### config.mk
export PLATFORM = sky130hd
export DESIGN_NAME = piso_tx_ctrl
export DESIGN_NICKNAME = d
export VERILOG_FILES = /design/src/rtl/piso_tx_pkg.sv /design/src/rtl/piso_shreg.sv /design/src/rtl/piso_tx_ctrl.sv
export SDC_FILE = /design/constraint.sdc
export NUM_CORES = 1
export LEC_CHECK = 0
export BUFFER_PORTS_ARGS = -buffer_cell sky130_fd_sc_hd__buf_2
export CAP_MARGIN = 20
export CELL_PAD_IN_SITES_DETAIL_PLACEMENT = 0
export CELL_PAD_IN_SITES_GLOBAL_PLACEMENT = 1
export CORE_AREA = 2 2 68 44
export DETAILED_ROUTE_END_ITERATION = 10
export DIE_AREA = 0 0 70 46
export PLACE_DENSITY_LB_ADDON = 0.25
export SYNTH_ARGS = -nofsm -noshare
export SYNTH_HDL_FRONTEND = slang
export SYNTH_HIERARCHICAL = 1
export SYNTH_SLANG_ARGS = --single-unit
### constraint.sdc
create_clock -name clk -period 3.14 [get_ports clk]
set_input_delay 0 -clock clk [delete_from_list [all_inputs] [get_ports clk]]
set_output_delay 0 -clock clk [all_outputs]
set_load 0.05 [all_outputs]
### src/rtl/piso_tx_pkg.sv
// Shared definitions for the framed PISO transmitter: FSM states and
// the frame-length helper used by RTL and verification alike.
package piso_tx_pkg;

    typedef enum logic [2:0] {
        IDLE,
        START,
        DATA,
        PARITY,
        STOP
    } state_e;

    function automatic int unsigned frame_len(input int unsigned data_w,
                                              input int unsigned clks_per_bit,
                                              input int unsigned stop_bits,
                                              input int unsigned parity_en);
        return (1 + data_w + parity_en + stop_bits) * clks_per_bit;
    endfunction

endpackage

### src/rtl/piso_shreg.sv
// Generic load/shift register, LSB serialised first, zero fill at MSB.
// Load has priority over shift.
module piso_shreg #(
    parameter int unsigned DATA_W = 8
) (
    input  logic              clk,
    input  logic              rst_n,
    input  logic              load,
    input  logic              shift,
    input  logic [DATA_W-1:0] d,
    output logic              q_bit
);

    logic [DATA_W-1:0] data_q;
    logic [DATA_W-1:0] data_d;

    always_comb begin
        data_d = data_q;
        if (load) begin
            data_d = d;
        end else if (shift) begin
            data_d = {1'b0, data_q[DATA_W-1:1]};
        end
    end

    always_ff @(posedge clk or negedge rst_n) begin
        if (!rst_n) begin
            data_q <= '0;
        end else begin
            data_q <= data_d;
        end
    end

    assign q_bit = data_q[0];

endmodule

### src/rtl/piso_tx_ctrl.sv
// Framed serial transmitter: start bit, LSB-first data, optional even
// parity, stop bit(s), with back-to-back loading in the last stop cycle.
module piso_tx_ctrl
    import piso_tx_pkg::*;
#(
    parameter int unsigned DATA_W       = 8,
    parameter int unsigned CLKS_PER_BIT = 4,
    parameter int unsigned STOP_BITS    = 1,
    parameter int unsigned PARITY_EN    = 0
) (
    input  logic              clk,
    input  logic              rst,
    input  logic [DATA_W-1:0] tx_data,
    input  logic              tx_valid,
    output logic              tx_ready,
    output logic              serial_out,
    output logic              busy,
    output logic              done
);

    localparam int BAUD_W = (CLKS_PER_BIT > 1) ? $clog2(CLKS_PER_BIT) : 1;
    localparam int BIT_W  = $clog2(DATA_W + 1);

    state_e             state_q, state_d;
    logic [BAUD_W-1:0]  baud_q, baud_d;
    logic [BIT_W-1:0]   bit_idx_q, bit_idx_d;
    logic               parity_q, parity_d;
    logic               baud_end;
    logic               last_stop;
    logic               accept;
    logic               shift;
    logic               sh_bit;

    assign baud_end  = (baud_q == BAUD_W'(CLKS_PER_BIT - 1));
    assign last_stop = (state_q == STOP) && baud_end
                       && (bit_idx_q == BIT_W'(STOP_BITS - 1));
    // Ready is gated by the reset input so it reads 0 throughout reset.
    assign tx_ready  = rst && ((state_q == IDLE) || last_stop);
    assign accept    = tx_valid && tx_ready;
    assign shift     = (state_q == DATA) && baud_end;

    always_comb begin
        state_d   = state_q;
        baud_d    = baud_q;
        bit_idx_d = bit_idx_q;
        parity_d  = parity_q;
        if (state_q != IDLE) begin
            baud_d = baud_end ? '0 : baud_q + BAUD_W'(1);
        end
        case (state_q)
            START: begin
                if (baud_end) begin
                    state_d   = DATA;
                    bit_idx_d = '0;
                end
            end
            DATA: begin
                if (baud_end) begin
                    if (bit_idx_q == BIT_W'(DATA_W - 1)) begin
                        state_d   = (PARITY_EN != 0) ? PARITY : STOP;
                        bit_idx_d = '0;
                    end else begin
                        bit_idx_d = bit_idx_q + BIT_W'(1);
                    end
                end
            end
            PARITY: begin
                if (baud_end) begin
                    state_d   = STOP;
                    bit_idx_d = '0;
                end
            end
            STOP: begin
                // bit_idx counts stop bits here
                if (baud_end) begin
                    if (last_stop) begin
                        state_d = IDLE;
                    end else begin
                        bit_idx_d = bit_idx_q + BIT_W'(1);
                    end
                end
            end
            default: ;
        endcase
        // Accept overrides both the IDLE hold and the STOP->IDLE exit.
        if (accept) begin
            state_d   = START;
            baud_d    = '0;
            bit_idx_d = '0;
            parity_d  = ^tx_data;
        end
    end

    always_ff @(posedge clk or negedge rst) begin
        if (!rst) begin
            state_q   <= IDLE;
            baud_q    <= '0;
            bit_idx_q <= '0;
            parity_q  <= 1'b0;
        end else begin
            state_q   <= state_d;
            baud_q    <= baud_d;
            bit_idx_q <= bit_idx_d;
            parity_q  <= parity_d;
        end
    end

    piso_shreg #(
        .DATA_W(DATA_W)
    ) u_shreg (
        .clk  (clk),
        .rst_n(rst),
        .load (accept),
        .shift(shift),
        .d    (tx_data),
        .q_bit(sh_bit)
    );

    always_comb begin
        serial_out = 1'b1;
        case (state_q)
            START:   serial_out = 1'b0;
            DATA:    serial_out = sh_bit;
            PARITY:  serial_out = parity_q;
            default: serial_out = 1'b1;
        endcase
    end

    assign busy = (state_q != IDLE);
    assign done = last_stop;

endmodule
# == Word-level counts from Yosys, hierarchy flattened ==
# Cells that the tools add are included.
# totals
reg_bits,18
in_bits,11
# op_classes
n_addsub,2
eq_ne,14
n_mux,21
n_reduce_logical,17
# op_table
cell,count
2-to-1 mux 4 bit,6
2-to-1 mux 3 bit,7
"inequality test 3 bit, second input constant",6
2-to-1 mux 8 bit,2
one-hot mux 3 bit (4 select lines),1
one-hot mux 4 bit (3 select lines),1
XOR reduction 8 bit,1
AND reduction 7 bit,1
"== test 3 x 2 -> 1 bit, second input constant",2
2-to-1 mux 2 bit,3
logical AND 1 bit,5
AND reduction 5 bit,1
nonzero test 5 bit,1
"adder 4 x 1 -> 4 bit, second input constant",1
"== test 4 x 3 -> 1 bit, second input constant",1
zero test 4 bit,1
nonzero test 2 bit,2
nonzero test 4 bit,1
"== test 3 x 1 -> 1 bit, second input constant",1
"== test 3 bit, second input constant",1
zero test 3 bit,1
"inequality test 3 x 1 -> 1 bit, second input constant",1
"inequality test 3 x 2 -> 1 bit, second input constant",1
one-hot mux 1 bit (3 select lines),1
5 further kinds,5

# == Logic depth before layout (Yosys ltp) ==
# Gate-level depths: netlist (run 1).
# logic_depth
word_depth,8
mapped_depth,8
ltp_nobuf,7

# == By module ==
# The synthesis (run 1) kept the hierarchy.
# modules_own_cells
mod,n_inst,cells_each,area_per_inst_um2,seq_area_each_um2
piso_tx_ctrl,1,83,787.0,250.2
piso_shreg,1,34,369.1,200.2

# == Worst setup path before layout (run 1) ==
# Ideal clock, no wire load.
# synth_path
path_type,register -> output
startpoint,reg bit_idx_q[0]
endpoint,out tx_ready
t_arrival_ns,2.049
required_ns,3.140
path_slack_ns,1.091
path_stages_with_launch,6
n_path_buf,0
cell_sequence,dfrtp_1 inv_1 ha_1 nand4bb_4 nor2_1 o21a_1
# synth_via
elab_chain_len,4
# synth_lines
item,line_no,source
"start, declared",piso_tx_ctrl.sv:26,"logic [BIT_W-1:0] bit_idx_q, bit_idx_d;"
"start signal, assigned",piso_tx_ctrl.sv:103,bit_idx_q <= bit_idx_d;
zero test 4 bit,piso_tx_ctrl.sv:36,&& (bit_idx_q == BIT_W'(STOP_BITS - 1));
logical AND 1 bit,piso_tx_ctrl.sv:36,
named net done,piso_tx_ctrl.sv:18,output logic done
logical OR 1 bit,piso_tx_ctrl.sv:38,assign tx_ready = rst && ((state_q == IDLE) || last_stop);
logical AND 1 bit,piso_tx_ctrl.sv:38,
"end, declared",piso_tx_ctrl.sv:15,"output logic tx_ready,"
# The timed path passes the listed nets, and every way through them passes these cells.

# == Final worst setup path (run 1) ==
# layout_path
startpoint,reg baud_q[0]
endpoint,reg u_shreg.data_q[1]
# layout_lines
item,line_no,source
"start, declared",piso_tx_ctrl.sv:25,"logic [BAUD_W-1:0] baud_q, baud_d;"
"start signal, assigned",piso_tx_ctrl.sv:102,baud_q <= baud_d;
== test 2 bit,piso_tx_ctrl.sv:34,assign baud_end = (baud_q == BAUD_W'(CLKS_PER_BIT - 1));
logical AND 1 bit,piso_tx_ctrl.sv:40,assign shift = (state_q == DATA) && baud_end;
named net shift,piso_tx_ctrl.sv:31,logic shift;
nonzero test 2 bit (no source line),-,
"end signal, assigned",piso_shreg.sv:30,data_q <= data_d;
"end, declared",piso_shreg.sv:14,logic [DATA_W-1:0] data_q;
# The timed path passes the listed nets, and every way through them passes these cells.
# A chain may end at the register's enable or synchronous reset.

==> results of run 1 <==
## per-layer routing
layer,global-route usage,wire (um),up-vias
met5,0,0,-
met3,0.0465,109,4
met4,0.0692,38,0
met2,0.225,950,19
li1,-,-,450
met1,0.217,1210,414
## cells by family (layout without fill, tap and decap cells)
family	count (synthesis)	in the layout
simple gates	39	39
compound gates	27	27
flops	18	18
buf+inv	13	35
mux	10	10
xor+xnor	7	7
fa+ha+maj	3	3
## Yosys cell counts, drive strengths merged
cell type | count | area, um^2
nor2b | 1 | 6.26
buf | 4 | 38.8
mux2i | 10 | 104
o221ai | 1 | 15.0
and2b | 1 | 7.51
o21ai | 13 | 65.1
inv | 8 | 30.0
ha | 3 | 37.5
xnor2 | 7 | 61.3
nor2 | 5 | 18.8
a21o | 1 | 7.51
nand4bb | 3 | 66.3
o21a | 1 | 7.51
clkbuf | 1 | 3.75
and3 | 1 | 6.26
a31oi | 1 | 6.26
nand2 | 15 | 56.3
or2b | 1 | 7.51
or2 | 1 | 8.76
a21oi | 4 | 20.0
o211a | 1 | 10.0
o22ai | 2 | 18.8
o211ai | 2 | 20.0
nand2b | 6 | 37.5
o2111ai | 1 | 8.76
nand3b | 1 | 7.51
nor3 | 2 | 15.0
nand3 | 1 | 5.00
dfrtp | 18 | 450
nand4b | 1 | 8.76
## worst paths after layout
path                                                  to  cells past startpoint  slack (ps)
setup / recovery           u_shreg/data_q[1]$_DFFE_PN0P_                      5        1090
hold / removal             u_shreg/data_q[5]$_DFFE_PN0P_                      3          10
setup reg to reg           u_shreg/data_q[1]$_DFFE_PN0P_                      5        1090
hold reg to reg                     parity_q$_DFFE_PN0N_                      2         510
max in group asynchronous       bit_idx_q[2]$_DFFE_PN0P_                      3        2680
min in group asynchronous       bit_idx_q[3]$_DFFE_PN0P_                      3         240
## flip-flops by register name, indices dropped and copies added, names as in the netlist
register and cells:
baud_q 2, parity_q 1, u_shreg/data_q 8, state_q 3, bit_idx_q 4
## power by group
group / leakage (nW) / internal, mW / switching (mW)
combinational: 0.342 / 0.169 / 0.161
sequential: 0.205 / 0.329 / 0.0891
clock: 0.0288 / 0.112 / 0.0822
total: 0.576 / 0.609 / 0.333
## tightest hold or removal path, stage by stage
cell     delay, ps
buf_2          100
nand2_1         60
o21ai_1         70
## layout make-up
class | count | share of cell area
sequential | 18 | 0.329
tap | 34 | 0.0311
timing repair buffer | 23 | 0.115
clock buffer | 4 | 0.0402
inverter | 8 | 0.0219
multi-input combinational | 86 | 0.463
## cells in the final DEF, fill, tap and decap left out, types with 2 or more instances in the layout
| cell | n |
|---|---|
| o21ai_1 | 10 |
| xnor2_1 | 7 |
| mux2i_1 | 9 |
| inv_1 | 7 |
| nand2b_1 | 6 |
| nor2_1 | 5 |
| a21oi_1 | 4 |
| nand2_1 | 15 |
| nand4bb_4 | 2 |
| dlygate4sd3_1 | 8 |
| clkbuf_8 | 4 |
| ha_1 | 3 |
| dfrtp_1 | 18 |
| o21ai_0 | 3 |
| buf_2 | 14 |
## what timing repair did
action,CTS,global route
resized for setup,0,0
endpoints found under the hold margin,24,1
hold buffers,7,1
==> results.py, run 1 <==
metrics = {
    "layout": {
        "syn2layout_area_growth_pct": 18.4,
        "final_util": 0.514,
        "finalNonFillerCells": 173,
        "diodes": 0,
        "regArea_um2": 450,
        "drive_above_1_share": 0.201,
        "n_fill_cell": 271,
        "multiInputGateArea_um2": 633,
        "design_area_um2": 1370,
        "nets": 154,
    },
    "clocking": {
        "clockBufferDepth": 2,
        "clkSlewWorstSetupHoldPaths_ps": 70,
        "clock_latency_ps": 260,
        "htreeDepth": 1,
        "cts_made_buffers": 3,
        "cts_tree": "yes",
        "cts_setup_buffers": 0,
        "cts-root-buf": "clkbuf_8",
        "cts_sinks": 18,
    },
    "synthesis": {
        "netlist_area_um2": 1160,
        "synthSimpleGateAreaFrac": 0.218,
        "synth-seq-cells": 18,
        "syn_inst": 117,
        "synth_mux_area_frac": 0.0898,
        "synth_seq_area_share": 0.390,
        "yosysUniqueCellTypes": 38,
        "syn_area_per_cell_um2": 9.88,
        "synth_xor_xnor_area_share": 0.0530,
        "synth_compound_gate_area_share": 0.155,
        "synthAdderAreaFrac": 0.0325,
        "synth_top_family_by_area": "simple AND/OR/NAND/NOR gates",
        "yosysWarnings": 6,
        "synth_nets": 131,
    },
    "floorplanning": {
        "chipHeight_um": 46,
        "core-area_um2": 2670,
        "dieWidth_um": 70,
        "io_pins": 15,
        "start_util": 0.434,
        "dieArea_um2": 3220,
        "num_rows": 15,
    },
    "global_routing": {
        "grt_pass1_vias": 774,
        "grt_max_degree": 22,
        "antenna_found_initial": 0,
        "grt_use_total": 0.155,
        "overflow": 0,
        "grt_pass1_wl_um": 3680,
    },
    "worst_hold_path": {
        "min_path_type": "primary input to flop",
        "min_from": "tx_data[5]",
    },
    "detailed_routing": {
        "vias_per_cell": 5.13,
        "firstDrtPassIters": 4,
        "drc": 0,
        "ant_nets": 0,
        "vias": 887,
        "drt-total-wl_um": 2310,
        "drt_iter0_drc": 72,
        "wl_per_cell_um": 13.3,
    },
    "timing": {
        "worst_hold_slack_ps": 10.2,
        "slew_violations": 0,
        "rsz0062_at_grt": "no",
        "fmax_mhz": 487,
        "finalClockSkew_ps": 4.68,
        "setup_tns_ps": 0,
        "fin_ws_ps": 1090,
        "hold_viol_final": 0,
        "period_minus_slack_ps": 2050,
        "worstMarginPinSlew_ps": 776,
        "fin_crit_sh": 0.653,
        "setup_violations": 0,
        "slew-limit-headroom": 0.481,
    },
    "placed_design": {
        "placed_cells": 161,
        "finalWeightedCongestion": 0.806,
        "dpl-instance-area_um2": 1230,
        "pre_cts_ws_ps": 1110,
        "hpwl_um": 1640,
        "io_buffer_count": 14,
    },
    "setup_path": {
        "max_stage_delay_ps": 600,
        "cp.required_ps": 3270,
        "rr_startpoint": "baud_q[0]$_DFFE_PN0P_",
        "crit_slowest_cell": "nor2_1",
        "crit_family": "simple AND/OR/NAND/NOR gates",
        "crit_buf_inv": 0,
        "crit_arrival_ps": 2190,
        "worstPathMaxFanout": 8,
        "start_kind": "flop",
        "crit_chain": "ha_1 > or2b_1 > nor2_1 > mux2i_1 > o21ai_1",
        "cp-startpoint": "baud_q[0]$_DFFE_PN0P_",
        "crit_path_end_kind": "flop",
        "crit_type": "flop to flop",
    },
    "power": {
        "design_power_total_mw": 0.942,
        "peakVddDrop_v": 0.000332,
        "power_density_nw_per_um2": 688,
        "p_leak_nw": 0.576,
    },
    "job": {
        "drv_cap": 0,
    },
    "status": {
        "status": "finished clean",
    },
}
(Power assumes the default switching activity.)
==> inputs of run 2 (changes only) <==
- CORE_AREA: 2 2 68 44 -> 2 2 70 46
- DIE_AREA: 0 0 70 46 -> 0 0 72 48
- clock period: 3.14 -> 1.95 ns (I/O delays scaled with it)
==> run 2 against run 1 <==
Final cell count fell by 0.58%. Routed wire length fell by 1.6%. Register-to-register slack got worse by 880 ps. Hold slack got worse by 8.2 ps. Cell area fell by 1.0%. Maximum frequency rose by 18%. Flip-flop and latch count did not move. Clock power rose by 32%. Clock skew fell by 2.6 ps. Largest power group unchanged.
==> results.py, run 2 (synthesis gave the netlist of run 1 again) <==
metrics = {
    "status": {
        "status": "finished clean",
    },
    "setup_path": {
        "crit_slowest_cell": "dfrtp_1",
        "max_stage_delay_ps": 370,
        "crit_path_end_kind": "flop",
        "r2r-end": "u_shreg/data_q[7]$_DFFE_PN0P_",
        "crit_type": "flop to flop",
        "start_kind": "flop",
        "rr_startpoint": "baud_q[0]$_DFFE_PN0P_",
        "crit_arrival_ps": 1880,
        "cp-endpoint": "u_shreg/data_q[7]$_DFFE_PN0P_",
        "cp-startpoint": "baud_q[0]$_DFFE_PN0P_",
        "reg2reg_depth": 6,
        "worstPathMaxFanout": 18,
        "reg2reg_slack_ps": 210,
        "cp.required_ps": 2080,
        "crit_chain": "ha_1 > nand4bb_4 > a21o_1 > inv_2 > nand2b_1 > o21ai_0",
    },
    "power": {
        "power_switching_share": 0.358,
        "power_frac_clock": 0.176,
        "seqPwrFrac": 0.461,
        "power_density_nw_per_um2": 1080,
        "internal_power_mw": 0.938,
        "p_leak_nw": 0.570,
        "design_power_total_mw": 1.46,
        "peakVddDrop_v": 0.000641,
        "switching_power_mw": 0.522,
        "combPwrFrac": 0.363,
    },
    "layout": {
        "drive_above_1_share": 0.210,
        "regMostFlops": "u_shreg/data_q",
        "largest_reg_flops": 8,
        "diodes": 0,
        "layout_common_cells": "18 x dfrtp_1, 15 x nand2_1, 14 x buf_2",
        "reg.largest.list": "u_shreg/data_q: 8 flops, bit_idx_q: 4 flops, state_q: 3 flops",
        "design_area_um2": 1360,
        "finalNonFillerCells": 172,
        "syn2layout_area_growth_pct": 17.2,
        "nets": 154,
        "final_util": 0.491,
        "final_common_cell": "dfrtp_1",
    },
    "clocking": {
        "clkSlewWorstSetupHoldPaths_ps": 70,
        "cts_setup_buffers": 0,
        "clockBufferDepth": 2,
        "cts_tree": "yes",
        "cts_sinks": 18,
        "clock_latency_ps": 250,
        "cts_made_buffers": 3,
        "htreeDepth": 1,
        "cts-root-buf": "clkbuf_8",
    },
    "floorplanning": {
        "dieArea_um2": 3460,
        "start_util": 0.419,
        "core-area_um2": 2760,
        "io_pins": 15,
        "chipHeight_um": 48,
        "dieWidth_um": 72,
        "num_rows": 15,
    },
    "placed_design": {
        "placed_cells": 162,
        "dpl-instance-area_um2": 1240,
        "io_buffer_count": 14,
        "finalWeightedCongestion": 0.731,
        "hpwl_um": 1690,
        "pre_cts_ws_ps": 233,
    },
    "global_routing": {
        "grt_max_degree": 19,
        "antenna_found_initial": 0,
        "grt_pass1_wl_um": 3760,
        "grt_use_total": 0.151,
        "overflow": 0,
        "grt_pass1_vias": 780,
    },
    "timing": {
        "hold_viol_final": 0,
        "rsz0062_at_grt": "no",
        "fin_crit_sh": 0.894,
        "fmax_mhz": 573,
        "worst_hold_slack_ps": 2.01,
        "setup_tns_ps": 0,
        "slew-limit-headroom": 0.719,
        "worstMarginPinSlew_ps": 419,
        "fin_ws_ps": 206,
        "setup_violations": 0,
        "period_minus_slack_ps": 1740,
        "slew_violations": 0,
        "finalClockSkew_ps": 2.09,
    },
    "detailed_routing": {
        "vias_per_cell": 4.95,
        "vias": 852,
        "drt-total-wl_um": 2270,
        "drt_iter0_drc": 48,
        "ant_nets": 0,
        "drc": 0,
        "firstDrtPassIters": 4,
        "wl_per_cell_um": 13.2,
    },
    "worst_hold_path": {
        "min_path_type": "primary input to flop",
    },
    "job": {
        "drv_cap": 0,
    },
}
-- run 2: changes by cell type in the layout (fill, tap and decap cells not counted), sizes merged --
cell,change
clkbuf,-1
buf,+1
dlygate4sd3,-1
-- run 2: per-layer routing --
layer  share of wire  vias to the layer above  routed length [um]  GRT usage
met5               0                        -                   0          0
met4          0.0062                        0                  14     0.0566
met3           0.031                        2                  71     0.0526
met2            0.37                        8                 851      0.183
met1            0.59                      397                1330      0.235
li1                -                      445                   -          -
-- run 2: worst min-delay path by stage --
stage	from	to	cells after the start
after detailed placement	rst	bit_idx_q[0]$_DFFE_PN0P_	1
after floorplan	rst	baud_q[0]$_DFFE_PN0P_	0
after CTS	tx_data[5]	u_shreg/data_q[5]$_DFFE_PN0P_	3
after global routing	tx_data[5]	u_shreg/data_q[5]$_DFFE_PN0P_	3
after global placement	rst	bit_idx_q[0]$_DFFE_PN0P_	1
final	tx_data[5]	u_shreg/data_q[5]$_DFFE_PN0P_	3
-- run 2: critical path, delay by kind of cell, from the launching register on --
kind | cells | cell delay, ps
DFF | 1 | 370
adders and majority gates | 1 | 350
AOI/OAI and AO/OA | 2 | 340
and+or+nand+nor | 2 | 330
buffers and inverters | 1 | 240
-- run 2: what timing repair did --
item	CTS	global route
hold buffers	7	0
resized for setup	0	0
endpoints found under the hold margin	24	0
-- run 2: layout make-up --
cell class                      count  area, um^2
Fill cell                         273        1400
Multi-Input combinational cell     86         636
Sequential cell                    18         450
Timing Repair Buffer               23         155
Tap cell                           34        42.5
Clock buffer                        3        41.3
Inverter                            8        30.0
-- run 2: power by group through the flow --
stage	clock network (mW)	registers, mW	logic, mW
floorplan	0	0.605	0.488
global placement	0	0.674	0.515
detailed placement	0	0.673	0.520
CTS	0.265	0.667	0.532
global route	0.288	0.703	0.604
finish	0.257	0.673	0.530
==> inputs of run 3 (changes only) <==
- clock period: 1.95 -> 1.7 ns (I/O delays scaled with it)
==> run 3 against run 2 <==
Setup slack lost 150 ps. Sequential power grew 18%. Power increased by 26%. Critical path depth stayed put. Hold slack worse by 2.0 ps. Die area unchanged. Maximum frequency grew 6.2%. Final cell count is 2.3% higher. Critical endpoint is now bit_idx_q[3]$_DFFE_PN0P_. Highest routed layer unchanged.
==> results.py, run 3 (synthesis gave the netlist of run 1 again) <==
metrics = {
    "setup_path": {
        "start_kind": "flop",
        "reg2reg_slack_ps": 60,
        "crit_chain": "inv_2 > ha_4 > nand4bb_4 > mux2i_4 > or2_4 > o221ai_2",
        "crit_type": "flop to flop",
        "crit_arrival_ps": 1810,
        "crit_slowest_cell": "dfrtp_1",
        "cp.required_ps": 1870,
        "reg2reg_depth": 6,
        "worstPathMaxFanout": 5,
        "r2r-end": "bit_idx_q[3]$_DFFE_PN0P_",
        "max_stage_delay_ps": 410,
        "rr_startpoint": "bit_idx_q[0]$_DFFE_PN0P_",
        "crit_path_end_kind": "flop",
    },
    "layout": {
        "regMostFlops": "u_shreg/data_q",
        "syn2layout_area_growth_pct": 26.7,
        "reg.largest.list": "u_shreg/data_q: 8 flops, bit_idx_q: 4 flops, state_q: 3 flops",
        "diodes": 0,
        "final_common_cell": "dfrtp_1",
        "layout_common_cells": "18 x dfrtp_1, 15 x nand2_1, 13 x buf_2",
        "largest_reg_flops": 8,
        "drive_above_1_share": 0.282,
        "nets": 158,
    },
    "floorplanning": {
        "core-area_um2": 2760,
        "start_util": 0.419,
        "num_rows": 15,
        "dieArea_um2": 3460,
        "chipHeight_um": 48,
        "dieWidth_um": 72,
        "io_pins": 15,
    },
    "worst_hold_path": {
        "min_to": "u_shreg/data_q[6]$_DFFE_PN0P_",
        "whs_path_depth": 3,
        "min_path_type": "primary input to flop",
        "min_from": "tx_data[6]",
    },
    "placed_design": {
        "pre_cts_ws_ps": 25.4,
        "finalWeightedCongestion": 0.787,
        "io_buffer_count": 14,
        "hpwl_um": 1900,
    },
    "power": {
        "design_power_total_mw": 1.84,
        "p_leak_nw": 0.593,
        "power_density_nw_per_um2": 1260,
        "peakVddDrop_v": 0.000494,
    },
    "clocking": {
        "cts_tree": "yes",
        "htreeDepth": 1,
        "cts_sinks": 18,
        "cts_made_buffers": 3,
        "clkSlewWorstSetupHoldPaths_ps": 60,
        "cts-root-buf": "clkbuf_8",
        "clock_latency_ps": 250,
        "clockBufferDepth": 2,
    },
    "global_routing": {
        "grt_pass1_wl_um": 4220,
        "grt_max_degree": 15,
        "antenna_found_initial": 0,
        "grt_use_total": 0.168,
        "overflow": 0,
        "grt_pass1_vias": 873,
    },
    "timing": {
        "fin_crit_sh": 0.966,
        "fin_ws_ps": 57.7,
        "slew_violations": 0,
        "setup_violations": 0,
        "worstMarginPinSlew_ps": 451,
        "hold_viol_final": 0,
        "finalClockSkew_ps": 1.23,
        "period_minus_slack_ps": 1640,
        "slew-limit-headroom": 0.697,
        "fmax_mhz": 609,
    },
    "detailed_routing": {
        "drc": 0,
        "drt-total-wl_um": 2670,
        "ant_nets": 0,
        "wl_per_cell_um": 15.2,
        "vias_per_cell": 5.29,
        "vias": 931,
        "firstDrtPassIters": 4,
        "drt_iter0_drc": 27,
    },
    "job": {
        "drv_cap": 0,
    },
    "status": {
        "status": "finished clean",
    },
}
-- run 3: metal layers --
metal	part of all wire	global-route usage	vias to the layer above
met5	0	0	-
met4	0.0015	0.0528	0
met3	0.040	0.0505	2
met2	0.46	0.263	21
met1	0.50	0.229	449
li1	-	-	459
-- run 3: worst max path at each step --
| stage | start | to |
|---|---|---|
| after floorplan | bit_idx_q[0]$_DFFE_PN0P_ | tx_ready |
| after global placement | baud_q[0]$_DFFE_PN0P_ | u_shreg/data_q[7]$_DFFE_PN0P_ |
| after detailed placement | bit_idx_q[0]$_DFFE_PN0P_ | bit_idx_q[1]$_DFFE_PN0P_ |
| after CTS | bit_idx_q[0]$_DFFE_PN0P_ | u_shreg/data_q[7]$_DFFE_PN0P_ |
| after global routing | state_q[0]$_DFFE_PN0P_ | tx_ready |
| final | bit_idx_q[0]$_DFFE_PN0P_ | bit_idx_q[3]$_DFFE_PN0P_ |
-- run 3: layout make-up --
type                            instances  area [um^2]
Clock buffer                            3         41.3
Fill cell                             254         1290
Multi-Input combinational cell         86          701
Timing Repair Buffer                   27          200
Sequential cell                        18          450
Tap cell                               34         42.5
Inverter                                8         30.0
-- run 3: per-stage QoR --
stage / utilization / instances / area [um^2] / hold WS [ps] / setup TNS, ps
final: 0.531 / 176 / 1470 / 0.0140 / 0
after global routing: 0.531 / 176 / 1470 / 21.5 / -27.4
after CTS: 0.503 / 174 / 1390 / 1.18 / 0
after detailed placement: 0.463 / 164 / 1280 / -133 / 0
after global placement: 0.463 / 164 / 1280 / -133 / 0
after floorplan: - / 117 / 1160 / -296 / 0
-- run 3: worst max-delay path, delay by kind of cell (launching register included) --
kind / cells / cell delay [ps]
AO/OA/AOI/OAI: 1 / 170
adder cells (fa/ha/maj): 1 / 140
buffers and inverters: 1 / 100
flip-flops: 1 / 410
multiplexers: 1 / 270
AND/OR/NAND/NOR: 2 / 470
-- run 3: power by group --
part           leakage (nW)  internal [mW]  total [mW]  switching (mW)
clock                0.0216          0.157       0.293           0.136
sequential            0.205          0.608       0.793           0.184
combinational         0.366          0.402       0.758           0.356
-- run 3: what timing repair did --
action                                  in CTS  in global routing
hold buffers                                 7                  0
endpoints found under the setup margin       0                 15
resized for setup                            0                 13
setup buffers                                0                  2
hold endpoints to repair                    24                  0
